## src/rtl/serial_add_nbit.sv

```systemverilog
// Bit-serial N-bit adder: one result bit per clock through a single full-adder cell.
// Define SERIAL_ADD_OVF_EN to add the o_ovf signed-overflow output.

module full_half_add_1bit (
   input  logic i_a,
   input  logic i_b,
   input  logic i_cin,
   output logic o_sum,
   output logic o_carry
);
   assign o_sum   = i_a ^ i_b ^ i_cin;
   assign o_carry = (i_a & i_b) | (i_cin & (i_a ^ i_b));
endmodule

module serial_add_nbit #(
   parameter int WIDTH = 8
) (
   input  logic             i_clk,
   input  logic             i_rst,
   input  logic             i_start,
   input  logic [WIDTH-1:0] i_a,
   input  logic [WIDTH-1:0] i_b,
   input  logic             i_cin,
   output logic             o_busy,
   output logic             o_done,
   output logic [WIDTH-1:0] o_sum,
`ifdef SERIAL_ADD_OVF_EN
   output logic             o_carry,
   output logic             o_ovf
`else
   output logic             o_carry
`endif
);

   localparam int CW = (WIDTH > 2) ? $clog2(WIDTH) : 1;

   typedef enum logic [1:0] {
      S_IDLE,
      S_RUN,
      S_DONE
   } state_t;

   state_t           state, state_nx;
   logic [WIDTH-1:0] a_sh, b_sh;
   logic [WIDTH-2:0] sum_sh;
   logic [CW-1:0]    cnt;
   logic             carry;
   logic             cell_sum, cell_carry;
   logic [WIDTH-1:0] sum_full;
   logic             load, shift, finish;

   full_half_add_1bit u_cell (
      .i_a    (a_sh[0]),
      .i_b    (b_sh[0]),
      .i_cin  (carry),
      .o_sum  (cell_sum),
      .o_carry(cell_carry)
   );

   // Sum bits arrive LSB first, so the newest bit enters at the top.
   assign sum_full = {cell_sum, sum_sh};

   // NOTE: every always_comb output gets a default first so no path can infer a latch.
   always_comb begin
      state_nx = state;
      load     = 1'b0;
      shift    = 1'b0;
      finish   = 1'b0;
      case (state)
         S_IDLE, S_DONE: begin
            if (i_start) begin
               state_nx = S_RUN;
               load     = 1'b1;
            end else begin
               state_nx = S_IDLE;
            end
         end
         S_RUN: begin
            shift = 1'b1;
            if (cnt == CW'(WIDTH - 1)) begin
               state_nx = S_DONE;
               finish   = 1'b1;
            end
         end
         default: state_nx = S_IDLE;
      endcase
   end

   // NOTE: sequential state uses non-blocking assignments so every flop samples pre-edge values.
   always_ff @(posedge i_clk or posedge i_rst) begin
      if (i_rst) begin
         state  <= S_IDLE;
         o_busy <= 1'b0;
         o_done <= 1'b0;
      end else begin
         state  <= state_nx;
         o_busy <= (state_nx == S_RUN);
         o_done <= (state_nx == S_DONE);
      end
   end

   always_ff @(posedge i_clk or posedge i_rst) begin
      if (i_rst) begin
         a_sh    <= '0;
         b_sh    <= '0;
         sum_sh  <= '0;
         cnt     <= '0;
         carry   <= 1'b0;
         o_sum   <= '0;
         o_carry <= 1'b0;
      end else begin
         if (load) begin
            a_sh  <= i_a;
            b_sh  <= i_b;
            carry <= i_cin;
            cnt   <= '0;
         end else if (shift) begin
            a_sh   <= a_sh >> 1;
            b_sh   <= b_sh >> 1;
            sum_sh <= sum_full[WIDTH-1:1];
            carry  <= cell_carry;
            cnt    <= cnt + CW'(1);
         end
         // Results are published only on the final RUN edge, never partially.
         if (finish) begin
            o_sum   <= sum_full;
            o_carry <= cell_carry;
         end
      end
   end

`ifdef SERIAL_ADD_OVF_EN
   // During the last RUN cycle the carry register holds the carry into the MSB.
   always_ff @(posedge i_clk or posedge i_rst) begin
      if (i_rst) begin
         o_ovf <= 1'b0;
      end else if (finish) begin
         o_ovf <= carry ^ cell_carry;
      end
   end
`endif

endmodule

```

## config.mk

```make
export PLATFORM = sky130hd
export DESIGN_NAME = serial_add_nbit
export DESIGN_NICKNAME = d
export VERILOG_FILES = /design/src/rtl/serial_add_nbit.sv
export SDC_FILE = /design/constraint.sdc
export NUM_CORES = 1
export LEC_CHECK = 0
export BUFFER_PORTS_ARGS = -buffer_cell sky130_fd_sc_hd__buf_2
export CORE_MARGIN = 4
export CORE_UTILIZATION = 54
export DETAILED_ROUTE_END_ITERATION = 10
export PLACE_DENSITY_LB_ADDON = 0.25
export SETUP_SLACK_MARGIN = 0.15
export SYNTH_ARGS = -nofsm -noshare
export SYNTH_HDL_FRONTEND = slang
export SYNTH_HIERARCHICAL = 1
export SYNTH_SLANG_ARGS = --single-unit
```

## constraint.sdc

```tcl
create_clock -name i_clk -period 1.8 [get_ports i_clk]
set_input_delay 0.09 -clock i_clk [delete_from_list [all_inputs] [get_ports i_clk]]
set_output_delay 0.09 -clock i_clk [all_outputs]
set_load 0.02 [all_outputs]
```

==> results.json <==
{
  "cp.required_ns": 2.03,
  "synth_cell_type_count": 24,
  "cts_tree": "done",
  "syn_area_mm2": 0.00168,
  "area_delta_synth_final_pct": 25.1,
  "synthTopCellsByArea": "dfrtp_1 60%, mux2_4 8.0%, o22ai_1 4.8%",
  "grt_overflow": 0,
  "ys_seq_elements": 40,
  "io_buffers": 30,
  "status": "finished clean",
  "max-vdd-ir-drop_mv": 0.876,
  "hold_viol": 0,
  "cp_max_fo": 8,
  "cts_buffer_depth": 2,
  "cts_buffers": 5,
  "rsz0062_at_grt": "no",
  "core_mm2": 0.00288,
  "rr_worst_depth": 4,
  "r2r_slack_ns": 0.28,
  "arrival_ns": 1.76,
  "critPathLaunch": "state[0]",
  "postCtsResizedCells": 0,
  "wl_um": 3600,
  "finalMaxSlewViolations": 0,
  "layoutNonFillerInstCount": 238,
  "rr_endpoint": "o_sum[0]",
  "clkSinkCount": 40,
  "hp-class": "in -> reg",
  "ctsHoldBuffers": 16,
  "fmax_mhz": 657,
  "drc": 0,
  "cp-end-kind": "flip-flop",
  "fp.dieH_um": 63.8,
  "post-cts-setup-buffers": 0,
  "htreeDepth": 2,
  "finalSetupViolations": 0,
  "slew_headroom_pct": 59.1,
  "grt_max_degree": 41,
  "dpl.hpwl_um": 2220,
  "drtAntennaViolNets": 0,
  "drt_iter0_drc": 102,
  "clkPwrFrac_pct": 15.4,
  "internal_power_mw": 2.32,
  "combPwrFrac_pct": 41.7,
  "routedWlPerCell_um": 15.1,
  "yosysWarnings": 6,
  "viasPerCell": 5.44,
  "fin_crit_sh_pct": 84.5,
  "place_congestion": 0.756,
  "diodes": 0,
  "layout-drive-gt1-share_pct": 27.6,
  "grt_pass1_vias": 1391,
  "ys_async_sr_fraction_pct": 100,
  "tightest_slew_ns": 0.614,
  "die_area_mm2": 0.00407,
  "layout.nets": 218,
  "hold_depth": 3,
  "cts-root-buf": "clkbuf_4",
  "powerDensity_mw_per_mm2": 1780,
  "grt_util_all_layers_pct": 20.6,
  "min_to": "a_sh[0]",
  "reg2reg_from": "state[0]",
  "p_sw_share_pct": 37.9,
  "syn_nets": 170,
  "placed_cells": 214,
  "avgSynthCellArea_um2": 11.4,
  "antenna_found_initial": 0,
  "synth_edf_count": 0,
  "synthFlopType": "dfrtp_1",
  "maxCapViolations": 0,
  "vias": 1295,
  "synth_top_area_share_pct": 59.5,
  "ios": 31,
  "leakage_nw": 1.03,
  "pwr-share-seq_pct": 43.0,
  "die_x_um": 63.8,
  "grt_pass1_wl_um": 6440,
  "min_period_ns": 1.52,
  "final.setup.tns_ns": 0,
  "p_switching_mw": 1.41,
  "clk_pin_slew_ns": 0.11,
  "row_count": 19,
  "path_class": "reg -> reg",
  "initial_core_util_pct": 58.5,
  "worstSetupStartpointType": "flip-flop",
  "synth-seq-area-share_pct": 59.5,
  "drt_pass1_iterations": 4,
  "synthCells": 147,
  "worstHoldStart": "i_a[0]",
  "n_fill_cell": 203,
  "finClkSkew_ns": 0.00970,
  "insertion_delay_ns": 0.35,
  "synth_area_leader_cell": "dfrtp_1"
}
-- layout by cell type, fill, tap and decap left out --
cell type / count
o22ai_1: 13
nor3_1: 13
a22o_1: 4
clkbuf_4: 5
inv_6: 1
mux2_4: 9
clkinv_2: 1
dlygate4sd3_1: 16
dfrtp_1: 40
nand2b_1: 2
bufinv_16: 1
inv_1: 2
nor2_1: 14
buf_4: 5
a21oi_1: 2
ha_1: 2
nand2_1: 21
nor2b_2: 1
buf_2: 30
fa_1: 1
nand3_1: 1
a211oi_1: 2
nor2b_1: 3
nand2_4: 1
clkbuf_1: 1
mux2i_1: 2
o21ai_0: 3
-- synthesized netlist by cell type, types with 2 or more instances --
cell,instances
nand2b_1,2
mux2i_1,2
nor2b_1,3
nor3_1,13
o22ai_1,13
o21ai_0,3
nand2_1,21
ha_1,2
a211oi_1,2
mux2_4,9
a22o_1,4
nor2_1,14
inv_1,2
buf_2,7
dfrtp_1,40
a21oi_1,2
-- power by group through the flow --
stage | Clock (mW) | Combinational [mW] | Sequential, mW
after floorplan | 0 | 1.05 | 1.68
after global placement | 0 | 1.46 | 1.59
after detailed placement | 0 | 1.51 | 1.61
after CTS | 0.588 | 1.54 | 1.60
after global routing | 0.636 | 1.75 | 1.66
final | 0.574 | 1.56 | 1.60
-- layout make-up --
class | instances | area (µm²) | share of cell area, %
clock buffer | 6 | 41.3 | 1.96
clock inverter | 2 | 35.0 | 1.67
inverter | 3 | 16.3 | 0.773
multi-input combinational | 94 | 609 | 29.0
sequential | 40 | 1000 | 47.6
tap | 42 | 52.6 | 2.50
timing repair buffer | 51 | 348 | 16.5
-- critical path: stages, from the launching register on --
cell     delay [ns]
dfrtp_1        0.48
nor2b_2        0.37
nand2_4        0.14
inv_6          0.12
mux2_4         0.30
-- per-stage QoR --
step / hold slack, ns / cell area [µm²] / worst slack, ns / util [%] / total power, mW
CTS: 0.0340 / 2100 / 0.294 / 73.1 / 3.73
global placement: 0.225 / 1870 / 0.385 / 64.9 / 3.04
global route: 0.0779 / 2100 / 0.200 / 73.1 / 4.04
floorplan: 0.230 / 1680 / 0.438 / - / 2.73
finish: 0.0482 / 2100 / 0.278 / 73.1 / 3.73
detailed placement: 0.228 / 1870 / 0.317 / 64.9 / 3.12
-- how the worst max path moves through the flow --
| stage | end | slack, ns | depth (start not counted) |
|---|---|---|---|
| 2_1_floorplan | o_sum[0] | 0.44 | 5 |
| 3_3_place_gp | o_sum[3] | 0.39 | 4 |
| 3_5_place_dp | o_sum[0] | 0.32 | 4 |
| 4_1_cts | o_sum[0] | 0.29 | 4 |
| 5_1_grt | o_sum[0] | 0.20 | 4 |
| 6_report | o_sum[0] | 0.28 | 4 |
-- layer usage --
layer	GRT usage, %	part of all wire [%]
met5	0	0
met2	32.4	48
met4	9.70	2.9
met3	5.60	5.5
met1	26.5	43
-- cells by family after synthesis --
family / after synthesis / synth area share (%)
simple gates: 56 / 15.0
compound gates: 24 / 9.30
buf+inv: 13 / 4.24
flops: 40 / 59.5
fa+ha+maj: 3 / 2.68
mux: 11 / 9.23
-- sequential cells by signal, indices dropped and copies added, names as in the netlist --
| signal | count |
|---|---|
| o_sum | 8 |
| o_carry | 1 |
| o_done | 1 |
| a_sh | 8 |
| state | 2 |
| sum_sh | 7 |
| carry | 1 |
| o_busy | 1 |
| cnt | 3 |
| b_sh | 8 |
Power figures use the tool's default switching activity.
